<file path="src/rtl/core_if_ras.sv">
// ---------------------------------------------------------------------------
// core_if_ras
//
// Return-address stack for the fetch stage. Predicted calls (jal/jalr) push
// their return address and predicted returns (jr) pop it. Decode can repair
// a wrong speculative push or pop in the same cycle through the recover_*
// commands. The stack is a circular buffer. A push onto a full stack
// overwrites the oldest entry and sets a sticky overflow flag. A pop from an
// empty stack pulses an underflow flag for one cycle.
//
// Parameters
//   DEPTH              number of entries, power of two, at least 2
//   AW                 return-address width
//
// Ports
//   clk                core clock, all state updates on the rising edge
//   rst                asynchronous active-low reset, clears all state
//   flush              empties the stack and clears ovf, drops other requests
//   push               speculative push of push_addr from fetch
//   push_addr          return address to push
//   pop                speculative pop from fetch
//   recover_push       decode repair, re-insert recover_push_addr
//   recover_push_addr  address to re-insert
//   recover_pop        decode repair, remove the top entry (beats recover_push)
//   top_addr           entry at the top of the stack, 0 when empty
//   top_valid          stack is non-empty
//   count              current occupancy, 0..DEPTH
//   ovf                sticky, a push overwrote the oldest entry
//   udf                one-cycle registered pulse, a pop found the stack empty
// ---------------------------------------------------------------------------
module core_if_ras #(
    parameter int DEPTH = 8,
    parameter int AW    = 32
) (
    input  logic                     clk,
    input  logic                     rst,
    input  logic                     flush,
    input  logic                     push,
    input  logic [AW-1:0]            push_addr,
    input  logic                     pop,
    input  logic                     recover_push,
    input  logic [AW-1:0]            recover_push_addr,
    input  logic                     recover_pop,
    output logic [AW-1:0]            top_addr,
    output logic                     top_valid,
    output logic [$clog2(DEPTH):0]   count,
    output logic                     ovf,
    output logic                     udf
);

    localparam int PTR_W = $clog2(DEPTH);
    localparam int CNT_W = PTR_W + 1;

    localparam logic [PTR_W-1:0] PTR_ONE  = PTR_W'(1);
    localparam logic [CNT_W-1:0] CNT_ONE  = CNT_W'(1);
    localparam logic [CNT_W-1:0] CNT_FULL = CNT_W'(DEPTH);

    // Registered state
    logic [AW-1:0]    mem [DEPTH];
    logic [PTR_W-1:0] tos_q;
    logic [CNT_W-1:0] count_q;
    logic             ovf_q;
    logic             udf_q;

    // Next-state values and the (at most two) entry writes of this cycle
    logic [PTR_W-1:0] tos_n;
    logic [CNT_W-1:0] count_n;
    logic             ovf_n;
    logic             udf_n;
    logic             wr_rep;
    logic [PTR_W-1:0] wr_rep_idx;
    logic             wr_fetch;
    logic [PTR_W-1:0] wr_fetch_idx;

    // Next-state evaluation. The repair stage runs first and the fetch stage
    // then works on the repaired pointer and count, so both stages chain
    // through the same tos_n/count_n variables. Within the fetch stage the
    // pop is applied before the push. Together with a push this replaces the
    // top entry in place, or on an empty stack leaves one entry and reports
    // the underflow. A popped entry is never cleared. Only the pointer moves.
    always_comb begin
        tos_n        = tos_q;
        count_n      = count_q;
        ovf_n        = ovf_q;
        udf_n        = 1'b0;
        wr_rep       = 1'b0;
        wr_rep_idx   = '0;
        wr_fetch     = 1'b0;
        wr_fetch_idx = '0;

        if (flush) begin
            tos_n   = '0;
            count_n = '0;
            ovf_n   = 1'b0;
        end else begin
            if (recover_pop) begin
                if (count_n != '0) begin
                    tos_n   = tos_n - PTR_ONE;
                    count_n = count_n - CNT_ONE;
                end else begin
                    udf_n = 1'b1;
                end
            end else if (recover_push) begin
                tos_n      = tos_n + PTR_ONE;
                wr_rep     = 1'b1;
                wr_rep_idx = tos_n;
                if (count_n == CNT_FULL) begin
                    ovf_n = 1'b1;
                end else begin
                    count_n = count_n + CNT_ONE;
                end
            end

            if (pop) begin
                if (count_n != '0) begin
                    tos_n   = tos_n - PTR_ONE;
                    count_n = count_n - CNT_ONE;
                end else begin
                    udf_n = 1'b1;
                end
            end

            if (push) begin
                tos_n        = tos_n + PTR_ONE;
                wr_fetch     = 1'b1;
                wr_fetch_idx = tos_n;
                if (count_n == CNT_FULL) begin
                    ovf_n = 1'b1;
                end else begin
                    count_n = count_n + CNT_ONE;
                end
            end
        end
    end

    // State registers. When the repair and fetch writes target the same
    // entry (recover_push followed by push with pop), the fetch write is
    // issued last and therefore wins, which matches the in-cycle ordering.
    always_ff @(posedge clk or negedge rst) begin
        if (!rst) begin
            for (int i = 0; i < DEPTH; i++) begin
                mem[i] <= '0;
            end
            tos_q   <= '0;
            count_q <= '0;
            ovf_q   <= 1'b0;
            udf_q   <= 1'b0;
        end else begin
            tos_q   <= tos_n;
            count_q <= count_n;
            ovf_q   <= ovf_n;
            udf_q   <= udf_n;
            if (wr_rep) begin
                mem[wr_rep_idx] <= recover_push_addr;
            end
            if (wr_fetch) begin
                mem[wr_fetch_idx] <= push_addr;
            end
        end
    end

    // Outputs come from registered state only. Same-cycle writes are not
    // bypassed.
    assign top_valid = (count_q != '0);
    assign top_addr  = top_valid ? mem[tos_q] : '0;
    assign count     = count_q;
    assign ovf       = ovf_q;
    assign udf       = udf_q;

endmodule

</file>
<file path="config.mk">
export PLATFORM = sky130hd
export DESIGN_NAME = core_if_ras
export DESIGN_NICKNAME = d
export VERILOG_FILES = /design/src/rtl/core_if_ras.sv
export SDC_FILE = /design/constraint.sdc
export NUM_CORES = 1
export LEC_CHECK = 0
export CORE_MARGIN = 2
export CORE_UTILIZATION = 45
export CTS_CLUSTER_SIZE = 28
export DETAILED_ROUTE_END_ITERATION = 7
export PLACE_DENSITY = 0.62
export SETUP_SLACK_MARGIN = 0.4
export SLEW_MARGIN = 20
export SYNTH_ARGS = -nofsm -noshare
export SYNTH_HDL_FRONTEND = slang
export SYNTH_SLANG_ARGS = --single-unit
</file>
<file path="constraint.sdc">
create_clock -name clk -period 4.4 [get_ports clk]
set_input_delay 0.88 -clock clk [delete_from_list [all_inputs] [get_ports clk]]
set_output_delay 0.88 -clock clk [all_outputs]
set_load 0.005 [all_outputs]
</file>
After elaboration in Yosys (flattened, before gate mapping)
Index checks and enable logic that the tools add are counted.

operators by class
  add/sub/neg operators = 8
  multiply operators = 0
  div/mod/pow operators = 0
  magnitude comparators = 5
  equality and inequality tests = 2
  shift-type cells = 0
  mux-type cells = 53
  bitwise logic cells = 3
  reduce and logical (&&, ||, !) cells = 4

operators with widths
  cell                                                                  number
  256-bit bitwise mux                                                   2
  256-bit two-way mux                                                   2
  32-bit demux with 3-bit select                                        2
  32-bit two-way mux                                                    5
  32-bit binary-select mux with 3-bit select                            1
  4-bit two-way mux                                                     11
  3-bit two-way mux                                                     14
  1-bit two-way mux                                                     16
  4-bit greater-or-equal comparator, second input constant              3
  3-bit NOT with 4-bit output                                           3
  4-bit by 1-bit adder with 4-bit output, second input constant         2
  4-bit equality test, second input constant                            2
  4-bit by 1-bit < comparator with 1-bit output, second input constant  2
  4-bit nonzero test                                                    2
  4-bit by 1-bit subtractor with 4-bit output, second input constant    2
  3-bit by 1-bit adder with 3-bit output, second input constant         2
  3-bit by 1-bit subtractor with 3-bit output, second input constant    2
  1-bit logical AND                                                     2

word-level totals
  register bits = 265
  latch bits = 0
  memory bits (writable) = 0
  bits in read-only memories = 0
  input port bits = 71
  memories = 0

Depth between registers and ports, before layout
  word-level depth = 19
  depth in mapped cells = 18
  mapped depth without buffers = 17

Least setup slack after synthesis
Ideal clock, no wire load.

  path type = input -> register
  from = in recover_pop
  to = reg mem[130] (netlist bit)
  arrival = 4429 ps
  data required time = 4275 ps
  path slack = -154 ps
  stages = 16
  buffers on the path = 3
  cell sequence = clkbuf_1 -> clkbuf_1 -> a22oi_1 -> xnor2_1 -> inv_1 -> ha_1 -> a21o_1 -> and2_1 -> xor2_1 -> inv_1 -> ha_1 -> xnor3_1 -> or3_4 -> a21oi_2 -> buf_4 -> mux2_2

between the ends
  cells in the longest elaborated chain, start to end = 16

RTL lines
  item                                                                                                                      RTL line  source
  from (decl)                                                                                                               43        input logic recover_pop,
  3-bit two-way mux or 4-bit two-way mux (tied branches)                                                                    96        if (recover_pop) begin
  3-bit two-way mux or 4-bit two-way mux (tied branches)                                                                    91        if (flush) begin
  3-bit by 1-bit subtractor with 3-bit output or 4-bit nonzero test (tied branches)                                         116, 115
  3-bit two-way mux                                                                                                         115       if (count_n != '0) begin
  3-bit two-way mux                                                                                                         114       if (pop) begin
  3-bit two-way mux                                                                                                         91
  3-bit by 1-bit adder with 3-bit output                                                                                    124       tos_n = tos_n + PTR_ONE;
  3-bit two-way mux                                                                                                         123       if (push) begin
  3-bit two-way mux                                                                                                         91
  3-bit NOT with 4-bit output (implied by the code)                                                                         157       mem[wr_fetch_idx] <= push_addr;
  4-bit greater-or-equal comparator (implied by the code) or 4-bit by 1-bit < comparator with 1-bit output (tied branches)  157
  1-bit logical AND (implied by the code)                                                                                   157
  32-bit two-way mux (implied by the code)                                                                                  157
  32-bit demux with 3-bit select                                                                                            157
  256-bit bitwise mux                                                                                                       157
  256-bit two-way mux *                                                                                                     156       if (wr_fetch) begin
  to (signal, indexed assignment)                                                                                           154       mem[wr_rep_idx] <= recover_push_addr;
  to (signal, indexed assignment)                                                                                           157
  to (decl)                                                                                                                 59        logic [AW-1:0] mem [DEPTH];

Mark *: on every way between the ends. The rest lies on a longest branch, timed or not. The select of a mux whose other input is x is not followed.

Final worst setup path
  from = reg count_q[1] (netlist: count[1])
  to = reg mem[155] (netlist bit)

between the ends
  cells in the longest elaborated chain, start to end = 19

RTL lines
  item                                                                                                                      RTL line  source
  from (decl)                                                                                                               61        logic [CNT_W-1:0] count_q;
  from (signal assigned)                                                                                                    150       count_q <= count_n;
  4-bit by 1-bit adder with 4-bit output or 4-bit equality test (tied branches)                                             110, 107
  4-bit two-way mux                                                                                                         107       if (count_n == CNT_FULL) begin
  4-bit two-way mux                                                                                                         103       end else if (recover_push) begin
  4-bit two-way mux                                                                                                         96
  4-bit two-way mux                                                                                                         91
  4-bit nonzero test                                                                                                        115
  3-bit two-way mux                                                                                                         115
  3-bit two-way mux *                                                                                                       114
  (+3 left out)                                                                                                             -
  3-bit two-way mux *                                                                                                       91
  3-bit NOT with 4-bit output (implied by the code) *                                                                       157
  4-bit greater-or-equal comparator (implied by the code) or 4-bit by 1-bit < comparator with 1-bit output (tied branches)  157
  1-bit logical AND (implied by the code)                                                                                   157
  32-bit two-way mux (implied by the code)                                                                                  157
  32-bit demux with 3-bit select *                                                                                          157
  256-bit bitwise mux *                                                                                                     157
  256-bit two-way mux *                                                                                                     156

Marked as above.

==> flow_summary.ini <==
[status]
status = finished, final reports clean

[setup_path]
regToRegSetupSlack_ps = 470
crit_top_cell = inv_2
cp_max_fo = 7
cp.required_ps = 4830
crit_path_top_delay_cell = or3_4
r2r-end = mem[155]
arrival_ps = 4360
cp-end-kind = flip-flop
timing.critical_path.cells = inv_2 > ha_4 > nor3b_4 > inv_2 > a22oi_2 > xnor2_2 > inv_2 > ha_4 > a21o_1 > and2_4 > xor2_2 > inv_1 > ha_2 > xnor3_2 > or3_4 > a21oi_4 > buf_6 > clkbuf_16 > mux2_4
startpoint = count[1]
crit_type = flip-flop to flip-flop
reg2reg_depth = 19
max_stage_delay_ps = 430
r2r-start = count[1]
setup.worst_path.start_class = flip-flop

[power]
p_switching_mw = 4.59
p_clk_frac = 0.177
swShare = 0.317
leakagePower_nw = 8.02
p_int_mw = 9.88
comb_power_share = 0.526
pwr-share-seq = 0.297
peakVddDrop_mv = 0.437
power_density_nw_per_um2 = 753

[sta]
tightest_slew_ps = 900
relSlewSlack = 0.400
hold_viol = 0
grt_setup_unrepaired = true
skew_ps = 10.5
max_freq_ghz = 0.254
period_needed_ps = 3930
slew_viol_final = 0
post-route-period-util = 0.893
setup_viol = 0

[synth]
synth_xor_area_frac = 0.00647
ys_seq_area_frac = 0.423
yosys_warnings = 0
synth_edf_count = 0
synth_compound_area_frac = 0.0174
synth-adder-area-share = 0.00879
syn_nets = 1215
ys_ff_latch = 265
synth_area_per_cell_sq_um = 13.8
synth_top_area_share = 0.423
synthSimpleGateAreaFrac = 0.0324
synthTopCellsByCount = 508 x mux2_2, 265 x dfrtp_1, 64 x mux4_2
synthMuxAreaShare = 0.487
synthArstFlopShare = 1.00
synth_top_family_by_area = multiplexers
yosys.area.top_type = dfrtp_1
yosysMostFrequentCell = mux2_2
synth.distinct_cells = 55
synthTopCellsByArea = dfrtp_1 42%, mux2_2 37%, mux4_2 9.2%
netlist_area_sq_um = 15700
synthCells = 1133
synth_top_flop_cell = dfrtp_1

[grt]
track_usage = 0.226
grt_pass1_vias = 10500
gr-total-overflow = 0
grt_pass1_wl_mm = 63.2
grt_max_degree = 94
antenna_found_initial = 0

[detailed_routing]
drt_iter0_drc = 484
dr.pass1.iters = 4
ant_nets = 0
wl_per_cell_um = 23.2
num_vias = 9939
route.detailed.drc = 0
wl_mm = 40.7
vias_per_cell = 5.66

[worst_hold_path]
hold_path.class = input port to asynchronous set/reset pin

[cts]
root_buffer = clkbuf_16
clk-insertion-delay-late_ps = 550
clkSinkCount = 265
cts_tree = yes
cts_made_buffers = 31
path_clk_slew_ps = 60
cts_buffer_depth = 3
h-tree-depth = 1

[floorplanning]
die_w_um = 191
die_h_um = 191
start_util = 0.456
die-area_sq_um = 36300
core_sq_um = 34400
rows = 68
ios = 110

[finish]
final_core_util = 0.559
final_nets = 1359
fillerInstances = 2900
num_antenna_cells = 0
area_delta_synth_final_pct = 22.6
fin_cells = 1756
drive_gt1_frac = 0.573
seq_area_sq_um = 6640
multi_input_area_sq_um = 8930

[placement]
place_inst = 1684
gp_congestion = 0.787
portBuffers = 109
dp.final_hpwl_mm = 24.3

[job]
max-cap-violations = 0
cell usage in the layout, fill, tap and decap left out, types with 3 or more instances in the layout:
master           count
clkbuf_1             3
clkbuf_8             8
inv_2                4
o211ai_1             3
ha_1                 8
mux2_1               5
o21ai_4              3
a21oi_1              7
a211oi_1             3
clkbuf_16           33
nor2b_1              3
nand2_1             11
nand3_2              5
mux2_2             485
nor2_1              47
inv_1                9
mux2i_1             38
clkdlybuf4s50_1    106
mux2_4              24
mux4_2              64
clkinv_2            11
buf_6                4
buf_12              19
xnor2_1              5
o21ai_0              5
buf_4               49
dfrtp_1            261
layout make-up:
cell class                      count  share of cell area
Tap cell                          455              0.0296
Clock buffer                       42              0.0467
Clock inverter                     15             0.00684
Timing Repair Buffer              185               0.104
Sequential cell                   265               0.346
Inverter                           13             0.00254
Multi-Input combinational cell    781               0.465
cells by family after synthesis:
| kind of cell | count (synthesis) |
|---|---|
| compound gates | 40 |
| xor+xnor | 10 |
| mux | 618 |
| buf+inv | 87 |
| fa+ha+maj | 11 |
| simple gates | 102 |
| flops | 265 |
per-layer routing:
| layer | part of all wire | wire (um) | track usage | vias up |
|---|---|---|---|---|
| li1 | - | - | - | 4550 |
| met1 | 0.46 | 18800 | 0.315 | 5192 |
| met2 | 0.48 | 19700 | 0.383 | 155 |
| met3 | 0.042 | 1700 | 0.0291 | 42 |
| met4 | 0.013 | 514 | 0.0414 | 0 |
| met5 | 0 | 0 | 0 | - |
critical path, delay by kind of cell (launching register included):
family                     cells  cell delay, ps
AOI/OAI and AO/OA              3             550
xor gates and xnor gates       3             600
adders and majority gates      3             490
buffers and inverters          6             640
DFF                            1             390
muxes                          1             300
and+or+nand+nor                3             820
power groups by stage:
stage | clock network (mW) | registers, mW | logic, mW
after detailed placement | 0 | 4.35 | 7.33
after floorplan | 0 | 4.08 | 5.25
final | 2.57 | 4.29 | 7.61
after CTS | 2.62 | 4.31 | 7.44
after global routing | 2.74 | 4.44 | 8.25
after global placement | 0 | 4.31 | 7.18
how the worst max path moves through the flow:
stage | end | slack (ps) | cells past startpoint
global placement | mem[144] | -80 | 15
detailed placement | mem[139] | -170 | 15
finish | mem[155] | 470 | 19
global route | mem[155] | 290 | 19
floorplan | mem[130] | 380 | 15
CTS | mem[131] | 400 | 18
per-stage QoR:
stage          hold WS, ps  setup TNS (ps)  instance area, sq um  power (mW)  worst slack [ps]
3_3_place_gp           588           -4760                 17800        11.5             -80.7
2_1_floorplan          576               0                 15800        9.33               377
5_1_grt                367               0                 19200        15.4               289
6_report               335               0                 19200        14.5               469
3_5_place_dp           581          -26210                 17800        11.7              -167
4_1_cts                365               0                 19000        14.4               402
what timing repair did:
item	in CTS	in global routing
resized for setup	11	36
hold buffers	0	0
setup buffers	4	8
setup endpoints to repair	171	261
pin swaps	4	6
gates cloned	1	2
sequential cells by signal, indices dropped and copies added (netlist names):
signal	count
mem	256
count	4
tos_q	3
udf	1
ovf	1
Note: power is estimated with default switching activity, not from simulation.
